[config.mk]
export PLATFORM = sky130hd
export DESIGN_NAME = psum_drain_ctrl
export DESIGN_NICKNAME = d
export VERILOG_FILES = /design/src/rtl/psum_drain_ctrl.sv
export SDC_FILE = /design/constraint.sdc
export NUM_CORES = 1
export LEC_CHECK = 0
export BUFFER_PORTS_ARGS = -buffer_cell sky130_fd_sc_hd__buf_2
export CAP_MARGIN = 20
export CELL_PAD_IN_SITES_DETAIL_PLACEMENT = 2
export CELL_PAD_IN_SITES_GLOBAL_PLACEMENT = 2
export CORE_UTILIZATION = 39
export CTS_BUF_LIST = sky130_fd_sc_hd__clkbuf_4
export DETAILED_ROUTE_END_ITERATION = 7
export PLACE_DENSITY_LB_ADDON = 0.1
export SETUP_SLACK_MARGIN = 0.5
export SLEW_MARGIN = 20
export SYNTH_ARGS = -nofsm -noshare
export SYNTH_HDL_FRONTEND = slang
export SYNTH_SLANG_ARGS = --single-unit
[constraint.sdc]
create_clock -name clk -period 2.8 [get_ports clk]
set_input_delay 0.56 -clock clk [delete_from_list [all_inputs] [get_ports clk]]
set_output_delay 0.56 -clock clk [all_outputs]
set_load 0.01 [all_outputs]
[src/rtl/psum_drain_ctrl.sv]
// Small FWFT FIFO used as the drain skid buffer.
// Latency: a pushed word is visible at the head one cycle later.
// Backpressure: the writer must keep count below DEPTH; flush empties it and beats push/pop.
module psum_fifo #(
    parameter int WIDTH = 8,
    parameter int DEPTH = 4
) (
    input  logic                     clk,
    input  logic                     reset,
    input  logic                     flush,
    input  logic                     push,
    input  logic [WIDTH-1:0]         push_dat,
    input  logic                     pop,
    output logic [WIDTH-1:0]         head_dat,
    output logic [$clog2(DEPTH):0]   count
);
    localparam int AW = $clog2(DEPTH);

    logic [WIDTH-1:0] mem [DEPTH];
    logic [AW-1:0]    wr_ptr;
    logic [AW-1:0]    rd_ptr;

    always_ff @(posedge clk) begin
        if (push && !flush) begin
            mem[wr_ptr] <= push_dat;
        end
    end

    always_ff @(posedge clk or negedge reset) begin
        if (!reset) begin
            wr_ptr <= '0;
            rd_ptr <= '0;
            count  <= '0;
        end else if (flush) begin
            wr_ptr <= '0;
            rd_ptr <= '0;
            count  <= '0;
        end else begin
            if (push) wr_ptr <= wr_ptr + 1'b1;
            if (pop)  rd_ptr <= rd_ptr + 1'b1;
            count <= count + {{AW{1'b0}}, push} - {{AW{1'b0}}, pop};
        end
    end

    assign head_dat = mem[rd_ptr];
endmodule

// Psum GLB readout: on compute_done, reads one X_dim-wide row and streams it out valid/ready.
// Latency: first read the cycle after compute_done, first word out two cycles after that read.
// Backpressure: reads issue only while FIFO count + in-flight read leaves a free slot.
module psum_drain_ctrl #(
    parameter int DATA_BITWIDTH  = 8,
    parameter int ADDR_BITWIDTH  = 10,
    parameter int PSUM_LOAD_ADDR = 0,
    parameter int X_dim          = 3,
    parameter int FIFO_DEPTH     = 4
) (
    input  logic                      clk,
    input  logic                      reset,
    input  logic                      compute_done,
    input  logic                      clear,
    output logic                      r_req_psum,
    output logic [ADDR_BITWIDTH-1:0]  r_addr_psum,
    input  logic [DATA_BITWIDTH-1:0]  r_data_psum,
    output logic                      m_valid,
    input  logic                      m_ready,
    output logic [DATA_BITWIDTH-1:0]  m_data,
    output logic                      m_last,
    output logic [7:0]                m_row,
    output logic                      busy,
    output logic                      frame_done,
    output logic                      overrun
);
    localparam int CW    = $clog2(FIFO_DEPTH) + 1;
    localparam int TW    = DATA_BITWIDTH + 9;
    localparam int LASTI = X_dim - 1;
    localparam logic [7:0]  LAST_IDX = LASTI[7:0];
    localparam logic [CW:0] DEPTH_V  = FIFO_DEPTH[CW:0];
    localparam logic [CW-1:0] ONE    = {{(CW-1){1'b0}}, 1'b1};

    typedef enum logic [1:0] {IDLE, DRAIN, FLUSH} state_t;

    state_t          state;
    logic [7:0]      row;
    logic [7:0]      col;
    logic            pending;
    logic            inflight;
    logic            infl_last;
    logic [7:0]      infl_row;
    logic [CW-1:0]   fifo_count;
    logic [TW-1:0]   head;
    logic [CW:0]     occ;
    logic            issue_ok;
    logic            pop;
    logic            drain_done;
    logic [ADDR_BITWIDTH-1:0] rd_addr;

    psum_fifo #(
        .WIDTH (TW),
        .DEPTH (FIFO_DEPTH)
    ) u_fifo (
        .clk      (clk),
        .reset    (reset),
        .flush    (clear),
        .push     (inflight),
        .push_dat ({r_data_psum, infl_last, infl_row}),
        .pop      (pop),
        .head_dat (head),
        .count    (fifo_count)
    );

    // Every outstanding read owns a FIFO slot, so the return never overflows.
    assign occ      = {1'b0, fifo_count} + {{CW{1'b0}}, inflight};
    assign issue_ok = occ < DEPTH_V;

    assign rd_addr = ADDR_BITWIDTH'(PSUM_LOAD_ADDR)
                   + ADDR_BITWIDTH'(row) * ADDR_BITWIDTH'(X_dim)
                   + ADDR_BITWIDTH'(col);

    // Combinational so that an asynchronous reset drops the request immediately.
    assign r_req_psum  = (state == DRAIN) && issue_ok && !clear;
    assign r_addr_psum = r_req_psum ? rd_addr : '0;

    assign m_valid = (fifo_count != '0);
    assign pop     = m_valid && m_ready;
    assign m_data  = m_valid ? head[TW-1 -: DATA_BITWIDTH] : '0;
    assign m_last  = m_valid && head[8];
    assign m_row   = m_valid ? head[7:0] : '0;
    assign busy    = (state != IDLE);

    // Row is finished once the last word is leaving this cycle and nothing is outstanding.
    assign drain_done = !inflight && ((fifo_count == '0) || ((fifo_count == ONE) && pop));

    always_ff @(posedge clk or negedge reset) begin
        if (!reset) begin
            state      <= IDLE;
            row        <= '0;
            col        <= '0;
            pending    <= 1'b0;
            inflight   <= 1'b0;
            infl_last  <= 1'b0;
            infl_row   <= '0;
            frame_done <= 1'b0;
            overrun    <= 1'b0;
        end else if (clear) begin
            state      <= IDLE;
            row        <= '0;
            col        <= '0;
            pending    <= 1'b0;
            inflight   <= 1'b0;
            frame_done <= 1'b0;
        end else begin
            frame_done <= 1'b0;
            inflight   <= r_req_psum;
            infl_last  <= (col == LAST_IDX);
            infl_row   <= row;
            if (compute_done && state != IDLE) begin
                if (pending) overrun <= 1'b1;
                else         pending <= 1'b1;
            end
            case (state)
                IDLE: begin
                    if (compute_done || pending) begin
                        state   <= DRAIN;
                        col     <= '0;
                        pending <= pending && compute_done;
                    end
                end
                DRAIN: begin
                    if (r_req_psum) begin
                        if (col == LAST_IDX) begin
                            state <= FLUSH;
                            col   <= '0;
                        end else begin
                            col <= col + 8'd1;
                        end
                    end
                end
                FLUSH: begin
                    if (drain_done) begin
                        state <= IDLE;
                        if (row == LAST_IDX) begin
                            row        <= '0;
                            frame_done <= 1'b1;
                        end else begin
                            row <= row + 8'd1;
                        end
                    end
                end
                default: state <= IDLE;
            endcase
        end
    end
endmodule

# Word-level counts from Yosys, hierarchy flattened
# Memory sizes are Yosys's and may differ from the RTL's.
# Cells that the tools add are included.
# Widths: inputs -> output; s select.
dict set report classes {
  reduce_logical 26
  mux 34
  bitwise_logic 1
  n_addsub 8
  eq_ne 9
  order_cmp 1
  n_mul 1
}
# cell n
set ops {}
lappend ops {{$mux 8} 10}
lappend ops {{$mux 2} 9}
lappend ops {{$add 8x1->8 const B} 2}
lappend ops {{$eq 8x2->1 const B} 2}
lappend ops {{$pmux 8 s2} 1}
lappend ops {{$mux 1} 11}
lappend ops {{$add 10x8->10} 1}
lappend ops {{$mul 8x2->10 const B} 1}
lappend ops {{$mux 10} 1}
lappend ops {{$reduce_bool 2->1} 5}
lappend ops {{$logic_and 1x1->1} 9}
lappend ops {{$ne 3x3->1 const B} 3}
lappend ops {{$pmux 2 s3} 1}
lappend ops {{$reduce_and 3->1} 2}
lappend ops {{$reduce_bool 3->1} 2}
lappend ops {{$add 2x1->2 const B} 2}
lappend ops {{$add 3x1->4} 1}
lappend ops {{$lt 4x3->1 const B} 1}
lappend ops {{$reduce_and 4->1} 1}
lappend ops {{$add 3x1->3} 1}
lappend ops {{$eq 3x1->1 const B} 1}
lappend ops {{$logic_not 3->1} 1}
lappend ops {{$mux 3} 1}
lappend ops {{$ne 3x2->1 const B} 1}
lappend ops {{8 further kinds} 10}
dict set report totals {
  ram_bits 68
  n_memories 1
  in_bits 13
  regBits 38
  output_inout_bits 32
}
# name depth width rd rd_ports_with_merged_regs wr line_no
set memory_table {}
lappend memory_table {u_fifo.mem 4 17 1 0 1 19} ;# logic [WIDTH-1:0] mem [DEPTH];

# Logic depth before layout (Yosys ltp)
# Gate-level depths: netlist of run 1.
dict set report depth {
  word_depth 8
  mapped_depth 10
  ltp_nobuf 9
}

# Cells and area by module
# From an unflattened synthesis of run 1, not the netlist that was laid out.
dict set report unflattened {
  hier_cells 371
  hier_area_um2 5172.5
}
# mod n_inst area_each_um2 cells_per_inst seq_area_each_um2
set modules_own_cells {}
lappend modules_own_cells {psum_fifo 1 2877.8 126 2217.1}
lappend modules_own_cells {psum_drain_ctrl 1 2294.7 245 775.7}

# Least setup slack after synthesis of run 1
# OpenSTA, ideal clock, no wires.
dict set report synth_path {
  kind {reg2out}
  startpoint {register row[0]}
  endpoint {output port r_addr_psum[7]}
  n_path_buf 0
  t_required_ns 2.240
  path_stages_with_launch 8
  setup_slack_ns -0.285
  arrival_time_ns 2.525
  cell_sequence {dfrtp_1 > fa_1 > ha_1 > fa_1 > a21oi_1 > o21ai_0 > o31ai_1 > nor4b_1}
}
dict set report synth_via {
  elab_chain_len 3
}
# item line_no
set synth_rtl {}
lappend synth_rtl {{start, declared} 84} ;# logic [7:0] row;
lappend synth_rtl {{start signal, assigned} 186} ;# row <= row + 8'd1;
lappend synth_rtl {{$mul 8x2->10} 117} ;# + ADDR_BITWIDTH'(row) * ADDR_BITWIDTH'(X_dim)
lappend synth_rtl {{$add 10x8->10} 118} ;# + ADDR_BITWIDTH'(col);
lappend synth_rtl {{$mux 10} 122} ;# assign r_addr_psum = r_req_psum ? rd_addr : '0;
lappend synth_rtl {{end, declared} 63} ;# output logic [ADDR_BITWIDTH-1:0] r_addr_psum,
# No other way between the ends.

# Final worst setup path of run 1
dict set report layout_path {
  startpoint {register col[1]}
  endpoint {output port r_addr_psum[7]}
}
dict set report layout_via {
  elab_chain_len 2
}
# item line_no
set layout_rtl {}
lappend layout_rtl {{start, declared} 85} ;# logic [7:0] col;
lappend layout_rtl {{start signal, assigned} 175} ;# col <= col + 8'd1;
lappend layout_rtl {{$add 10x8->10} 118}
lappend layout_rtl {{$mux 10} 122}
# No other way between the ends.

==> impl_results.md, run 1 <==
* Status: complete, but fails checks
* Failing checks: negative setup slack
* CP Max Fanout at 2
* Area delta synth->final at 28.68%
* Row Count at 41
* R2r endpoint: u_fifo.count[1]
* Clk_skew at 0.01804 ns
* Pwr/cell area at 727.5 nW/µm²
* CP delay by family, top: adder cells
* Total gr overflow at 0
* P_leak at 2.620 nW
* Hold Crit Endpoint: u_fifo.mem[3][12]
* Core footprint at 12670 µm²
* Starting Density at 40.07%
* Global-route wire length before repair at 20960 µm
* # fillers at 1217
* CP required at 2.24 ns
* Pins Over Slew Limit at 0
* Minimum clock period at 3.441 ns
* RSZ-0062 raised after global routing: true
* Worst min path class: input pin to register
* Worst Path Arrival at 2.88 ns
* Synth Instances at 372
* Initial antenna violation count at 0
* DR pass1 iterations at 3
* Largest net degree at the start of global routing at 41
* Layout Nets at 517
* Fin crit share at 122.9%
* Routability cong. at 0.7825
* Post-synth EDFFs at 68
* Post-synthesis sequential area ratio at 58.95%
* Peak Freq at 290.6 MHz
* YS warnings at 0
* DP Wirelength at 8598 µm
* CTS buffer count at 9
* R2r startpoint: u_fifo.count[2]
* Worst-path clk slew at 0.17 ns
* Vias in the first global route at 3753
* Clk Tree Root Cell: clkbuf_4
* Clock Path Buffers at 2
* Final WS setup at -0.6410 ns
* WL final at 13900 µm
* FF-to-FF path depth at 10
* Pre-CTS WS at -0.2071 ns
* FF-to-FF setup slack at 0.38 ns
* Clk_lat worst skew at 0.48 ns
* Max_cap viols at 0
* Cell count after placement at 605
* Ports at 45
* Gr usage total at 21.73%
* Synth area leaders: edfxtp_1 40%, dfrtp_1 19%, mux4_2 7.5%
* Synthesis-stage register bit count at 106
* DR WL/cell at 21.59 µm
* Fin. Hold Viols at 0
* Syn_nets at 422
* DIE AREA at 13480 µm²
* Main synth FF type: edfxtp_1
* Leading area contributor after synthesis: edfxtp_1
* Worst Hold Launch: r_data_psum[3]
* Slew @ Worst Pin at 0.5406 ns
* Worst vdd ir at 0.0002838 V
* DRC violations left at 0
* Count leader, synth: edfxtp_1
* Synthesized area at 5077 µm²
* Yosys top cell area share at 40.22%
* Post-synthesis cell type count at 47
* CP Buf/Inv Count at 3
* Post-route ant nets at 0
* Worst path max stage delay at 0.54 ns
* CP Cell Sequence: fa_1 > ha_4 > fa_2 > a21oi_4 > o21ai_2 > buf_4 > nor4_4 > buf_4 > nor4b_4 > buf_2
* Worst path most repeated cell: buf_4
* CP Class: register to output port
* TritonCTS clock tree: built
* Slew margin rel. at 63.79%
* Vias per Instance at 5.211
* Post-synth top cells: 68 x edfxtp_1, 38 x dfrtp_1, 28 x ha_1, 28 x nor2_1, 25 x nand2_1
* Endpoints failing setup at 8
* Final cell count without fillers at 644
* Fraction of layout cells with a size suffix above 1 at 38.98%
* H-tree levels at 3
* Syn_area_per_cell at 13.65 µm²
* Critical path's slowest cell: fa_1
* Async SR Flop Fraction at 35.85%
* Die Span X at 116.1 µm
* Critical Path Source Type: register
* Die Y at 116.1 µm
* Cells on Worst Hold Path at 1
* Clk sinks at 106
* Port-buffer cells at 44
* Routed vias at 3356
* Antenna diodes at 0
* CP Capture Type: output port
* Post-layout util at 51.57%
* Final TNS setup at -3.772 ns
* Iter 0 DRT Violations at 137
how the worst max path moves through the flow:
stage,startpoint,endpoint,cells after the start
after global placement,row[1],r_addr_psum[7],8
after detailed placement,row[1],r_addr_psum[7],8
after CTS,row[1],r_addr_psum[7],10
final,col[1],r_addr_psum[7],10
after floorplan,row[1],r_addr_psum[7],7
after global routing,col[1],r_addr_psum[7],8
area by class of cell:
cell class                 count  area [µm²]  area share (%)
clock buffer                  10       75.07           1.149
clock inverter                 6       42.54          0.6511
inverter                      15       58.81          0.9000
multi-input combinational    240        2208           33.80
sequential                   106        3002           45.94
tap                          172       215.2           3.294
timing repair buffer          95       932.1           14.27
cell families after synthesis:
kind of cell	synth area share, %
buf+inv	2.021
mux	8.157
compound gates	5.422
xor+xnor	2.242
simple gates	12.77
fa+ha+maj	10.45
flops	58.95
worst reg2reg max path: cells and delay by family (launching register included):
kind | cells | cell delay (ns)
flops | 1 | 0.46
fa+ha+maj | 3 | 0.85
buf+inv | 4 | 0.39
simple gates | 3 | 0.62
per-stage QoR:
step	cell area [µm²]	hold WS, ns	total power [mW]
final	6534	0.2845	4.753
after CTS	6421	0.2456	4.610
after global placement	5752	0.4415	2.822
after floorplan	5152	0.2644	2.465
after global routing	6534	0.2341	4.982
after detailed placement	5752	0.4468	2.865
cell usage in the layout, fill, tap and decap left out, types with 17 or more instances in the layout:
cell / Yosys / routed
and2_4: 0 / 18
buf_2: 4 / 22
buf_4: 0 / 33
o21ai_0: 21 / 20
edfxtp_1: 68 / 68
nor2_1: 28 / 28
nand2_1: 25 / 25
ha_1: 28 / 22
buf_6: 0 / 29
dfrtp_1: 38 / 31
mux4_2: 17 / 17
power by group:
part,internal (mW),switching (mW),leakage (nW),total (mW)
clock network,0.195,0.546,0.0644,0.741
registers,1.72,0.0569,1.13,1.78
logic,1.37,0.861,1.43,2.23
total,3.29,1.46,2.62,4.75
registers in the layout (all words and copies together) (netlist names):
name and flops:
frame_done 1, u_fifo.wr_ptr 2, col 8, inflight 1, infl_row 8, state 2
row 8, u_fifo.mem 68, pending 1, u_fifo.count 3, u_fifo.rd_ptr 2, overrun 1
infl_last 1
metal layers:
layer	vias up	GRT usage (%)	wire length, µm
met5	-	0	0
li1	1541	-	-
met3	14	3.010	296
met4	0	8.291	184
met2	43	41.19	7675
met1	1758	24.70	5745
what timing repair did:
action / in CTS / in global routing
cloned: 5 / 0
setup buffers: 13 / 4
pin swaps: 18 / 8
endpoints found under the hold margin: 14 / 0
gates resized for setup: 69 / 14
hold buffers: 1 / 0
setup endpoints to repair: 30 / 33
(Power assumes the default switching activity.)
==> inputs of run 2 (changes only) <==
SETUP_SLACK_MARGIN = not set   (was 0.5)
==> run 2 against run 1 <==
Net effect:
- the run still ends with negative setup slack left
- worst hold slack got worse by 0.22 ns
- clock skew shrank 0.0021 ns
- count of clock-buffer cells in the layout unchanged
- critical path depth decreased by 2
- largest cell class unchanged
- highest routed layer unchanged
==> impl_results.md, run 2 (same netlist as run 1, synthesis figures left out) <==
* Max reg flops at 68
* Setup crit start: col[1]
* Row Count at 41
* Initial antenna violation count at 0
* Pwr/cell area at 585.6 nW/µm²
* Commonest cells after routing, fill and taps aside: 68 x edfxtp_1, 44 x buf_2, 42 x buf_4, 33 x dfrtp_1, 27 x nor2_1
* Final instance area at 6041 µm²
* Total Power at 3.537 mW
* CP required at 2.24 ns
* Switching power at 1.122 mW
* Vias per Instance at 5.108
* Post-route ant nets at 0
* Antenna diodes at 0
* CP Class: register to output port
* DR WL/cell at 19.51 µm
* Endpoints failing setup at 8
* Final WS setup at -0.6195 ns
* Area delta synth->final at 18.97%
* Max_cap viols at 0
* Peak Freq at 292.4 MHz
* Total gr overflow at 0
* Fin. Hold Viols at 0
* RSZ-0062 raised after global routing: true
* Clock Path Buffers at 2
* Die Span X at 116.1 µm
* Starting Density at 40.07%
* Global-route wire length before repair at 19730 µm
* Largest net degree at the start of global routing at 41
* Clk Tree Root Cell: clkbuf_4
* Routability cong. at 0.7598
* Ports at 45
* R2r startpoint: u_fifo.count[1]
* Clock network fraction of total power at 20.0%
* Worst vdd ir at 0.0001922 V
* Sw frac at 31.71%
* Worst min path class: input pin to async pin
* WL final at 12450 µm
* Gr usage total at 20.20%
* Worst Path Arrival at 2.86 ns
* Slew @ Worst Pin at 0.6115 ns
* Pint at 2.415 mW
* Layout Nets at 511
* Slew margin rel. at 59.04%
* H-tree levels at 3
* Pins Over Slew Limit at 0
* Fraction of layout cells with a size suffix above 1 at 31.76%
* Port-buffer cells at 44
* TritonCTS clock tree: built
* Fin crit share at 122.1%
* Clk_lat worst skew at 0.46 ns
* Reg with most FFs: u_fifo.mem
* Iter 0 DRT Violations at 158
* Core footprint at 12670 µm²
* P_leak at 2.477 nW
* CP Capture Type: output port
* DR pass1 iterations at 4
* Post-layout util at 47.67%
* Seq. cell area at 2999 µm²
* Failing checks: negative setup slack
* # fillers at 1276
* Comb pwr share at 29.9%
* Worst-path clk slew at 0.16 ns
* Minimum clock period at 3.419 ns
* Die Y at 116.1 µm
* Status: complete, but fails checks
* Critical Path Source Type: register
* Clk sinks at 106
* Most common cell after layout, fill and taps aside: edfxtp_1
* Post-placement cell area at 5772 µm²
* Clk_skew at 0.01591 ns
* Footprint of the multi-input gates at 2085 µm²
* Vias in the first global route at 3621
* DP Wirelength at 8878 µm
* Sequential power share at 50.1%
* Routed vias at 3259
* DRC violations left at 0
* CTS buffer count at 9
* CP Max Fanout at 3
* DIE AREA at 13480 µm²
run 2: cell types whose count changed in the layout (fill, tap and decap cells not counted), sizes merged:
cell         previous run  this run
buf                    94        89
clkinv                  4         3
clkinvlp                1         2
dlygate4sd3             1         0
run 2: power by group through the flow:
stage	logic, mW	registers (mW)	clock network (mW)
floorplan	0.669	1.80	0
global placement	1.01	1.81	0
detailed placement	1.05	1.81	0
CTS	1.06	1.78	0.740
global route	1.18	1.78	0.791
finish	1.06	1.77	0.707
run 2: critical path, cell delays in order (launching register included):
cell and delay (ns):
dfrtp_1 0.44, fa_1 0.49, ha_2 0.21, fa_2 0.36
a21oi_2 0.18, o21ai_2 0.10, o31ai_2 0.24, nor4b_4 0.23
buf_2 0.16
run 2: path summary, 6_finish.rpt:
kind / cells after the start / to / slack [ns]
max: 8 / r_addr_psum[7] / -0.62
max reg2reg: 10 / u_fifo.count[2] / 0.41
max in group asynchronous: 2 / infl_row[1] / 2.06
min: 1 / u_fifo.rd_ptr[0] / 0.07
min reg2reg: 1 / overrun / 0.48
min in group clk: 1 / u_fifo.mem[3][10] / 0.30
run 2: timing repair:
action / 4_1_cts / 5_1_grt
gates resized for setup: 11 / 7
hold buffers: 0 / 0
endpoints found under the setup margin: 8 / 11
pin swaps: 11 / 1
setup buffers: 7 / 5
run 2: metal layers:
layer  share of wire [%]  vias to the layer above  track usage (%)  wire length, µm
met5                   0                        -                0                0
met4                 1.2                        0            6.496              150
met3                 1.9                       13            3.114              235
met2                  54                       40            37.22             6709
met1                  43                     1677            24.16             5349
li1                    -                     1529                -                -
run 2: stage by stage:
step,hold WS (ns),worst slack [ns],setup TNS [ns],instances
finish,0.06617,-0.6195,-3.708,638
CTS,0.03993,-0.6604,-3.914,634
global placement,0.4340,-0.1222,-0.2249,613
detailed placement,0.4490,-0.1716,-0.3230,613
global route,0.05900,-0.7446,-4.786,638
floorplan,0.2644,0.01846,0,372
run 2: cell type report:
cell class | count | share of cell area [%]
inverters | 15 | 0.9321
repair buffers | 89 | 9.424
flip-flops and latches | 106 | 49.65
well taps | 172 | 3.563
clock inverters | 6 | 0.6835
multi-input cells | 240 | 34.51
clock buffers | 10 | 1.243
==> inputs of run 3 (changes only) <==
CELL_PAD_IN_SITES_DETAIL_PLACEMENT = not set   (was 2)
CELL_PAD_IN_SITES_GLOBAL_PLACEMENT = not set   (was 2)
CORE_UTILIZATION = 50   (was 39)
PLACE_DENSITY = 0.71   (was not set)
PLACE_DENSITY_LB_ADDON = not set   (was 0.1)
==> run 3 against run 2 <==
Net effect:
- the flow still finishes with violations (negative setup slack)
- utilization up 13 points
- count of clock-buffer cells in the layout unchanged
- clock power up 13%
- design area down 1.2%
- clock skew up 0.0041 ns
- sequential share of layout area up 0.62 points
- worst setup slack better by 0.024 ns
- maximum frequency up 0.70%
- cell count down 8.0%
- via count down 6.9%
- flip-flop and latch count unchanged
- first-iteration DRC count down 19%
- critical endpoint unchanged
- largest power group unchanged
==> impl_results.md, run 3 (same netlist as run 1, synthesis figures left out) <==
* GR met2 Demand/Resource at 32.26%
* Critical path's slowest cell: fa_1
* Slew @ Worst Pin at 0.8641 ns
* Iter 0 DRT Violations at 128
* DIE AREA at 10560 µm²
* # hold bufs at CTS at 0
* Starting Density at 51.71%
* Critical path endpoint: r_addr_psum[7]
* Final cell count without fillers at 587
* Clk_lat worst skew at 0.45 ns
* Global-route wire length before repair at 15040 µm
* Post-layout util at 60.78%
* Minimum clock period at 3.396 ns
* DRC violations left at 0
* R2r endpoint: u_fifo.count[2]
* Worst path max stage delay at 0.51 ns
* Most common cell after layout, fill and taps aside: edfxtp_1
* Peak Freq at 294.5 MHz
* Reg with most FFs: u_fifo.mem
* Failing checks: negative setup slack
* Endpoints failing setup at 8
* Core footprint at 9819 µm²
* WL final at 9122 µm
* Critical Path Source Type: register
* Cell count after placement at 566
* Final WS setup at -0.5957 ns
* Fin. Hold Viols at 0
* Largest net degree at the start of global routing at 41
* Fraction of layout cells with a size suffix above 1 at 31.50%
* Slew margin rel. at 42.39%
* R2r startpoint: u_fifo.count[2]
* CP Cell Sequence: fa_1 > ha_4 > fa_2 > a21oi_2 > o21ai_2 > o31ai_2 > nor4b_4 > buf_2
* Initial antenna violation count at 0
* Worst-path clk slew at 0.15 ns
* Total gr overflow at 0
* CP Buf/Inv Count at 1
* Die Y at 102.8 µm
* Clock Path Buffers at 2
* P_leak at 2.421 nW
* H-tree levels at 3
* GR peak layer: met2
* CP required at 2.24 ns
* Vias in the first global route at 3047
* TritonCTS clock tree: built
* Setup crit start: row[1]
* Gr usage total at 19.22%
* Worst vdd ir at 0.0003109 V
* Layout Nets at 499
* Pre-CTS WS at -0.1507 ns
* Max reg flops at 68
* Pwr/cell area at 595.0 nW/µm²
* Clk sinks at 106
* DR WL/cell at 15.54 µm
* Commonest cells after routing, fill and taps aside: 68 x edfxtp_1, 43 x buf_2, 32 x dfrtp_1, 31 x buf_4, 28 x nor2_1
* Max_cap viols at 0
* FF-to-FF path depth at 9
* FF-to-FF setup slack at 0.51 ns
* Die Span X at 102.8 µm
* CP Capture Type: output port
* Worst Path Arrival at 2.84 ns
* Total Power at 3.551 mW
* CP Class: register to output port
* Hold slack at 0.1945 ns
* Post-route ant nets at 0
* Area delta synth->final at 17.55%
* Routability cong. at 0.8459
* Fin crit share at 121.3%
* Clk_skew at 0.02005 ns
* Met3 Use GR at 4.746%
* Ports at 45
* Met1 usage at 24.77%
* Antenna diodes at 0
* Status: complete, but fails checks
* Pins Over Slew Limit at 0
* Routed vias at 3033
* CP Max Fanout at 3
* CTS buffer count at 9
* Port-buffer cells at 44
* DP Wirelength at 6276 µm
* RSZ-0062 raised after global routing: true
* Worst min path class: input pin to async pin
* Vias per Instance at 5.167
* Row Count at 36
* Clk Tree Root Cell: clkbuf_4
* CP delay by family, top: adder cells
* CP Depth at 8
* DR pass1 iterations at 4
-- run 3: timing repair --
item,CTS,global route
setup endpoints to repair,9,9
pin swaps,7,4
setup buffers,2,3
resized for setup,5,18
-- run 3: final cells by class --
cell class | instances | area (µm²)
fill | 806 | 3851
sequential | 106 | 3000
multi-input combinational | 240 | 2115
timing repair buffer | 77 | 481.7
tap | 133 | 166.4
clock buffer | 10 | 75.07
clock inverter | 6 | 73.82
inverter | 15 | 56.30
-- run 3: how the worst min path moves through the flow --
stage              end  slack [ns]  cells after the start
2_1_floorplan   col[0]        0.26                      0
3_3_place_gp   overrun        0.43                      1
3_5_place_dp   overrun        0.44                      1
4_1_cts         row[2]        0.21                      1
5_1_grt         col[3]        0.23                      1
6_report        col[3]        0.19                      1
-- run 3: routing by layer --
metal | up-vias | share of wire (%)
met5 | - | 0
met4 | 0 | 0.59
met3 | 4 | 2.8
met2 | 46 | 51
met1 | 1475 | 45
li1 | 1508 | -
-- run 3: worst reg2reg max path: stages, from the launching register on --
cell and delay (ns):
dfrtp_1 0.48, or3_1 0.40, and2_1 0.20, ha_1 0.28
inv_1 0.05, ha_1 0.13, inv_1 0.05, fa_1 0.38
xnor2_1 0.16, nor2_1 0.06
-- run 3: metrics by stage --
step	TNS, ns	cell area [µm²]
2_1_floorplan	0	5112
3_3_place_gp	-0.2079	5663
3_5_place_dp	-0.4540	5663
4_1_cts	-3.457	5852
5_1_grt	-4.282	5968
6_report	-3.147	5968
-- run 3: power by group --
| group | total (mW) | internal (mW) | leakage (nW) | switching [mW] |
|---|---|---|---|---|
| Clock | 0.801 | 0.297 | 0.0808 | 0.504 |
| Sequential | 1.77 | 1.72 | 1.13 | 0.0539 |
| Combinational | 0.975 | 0.474 | 1.21 | 0.501 |
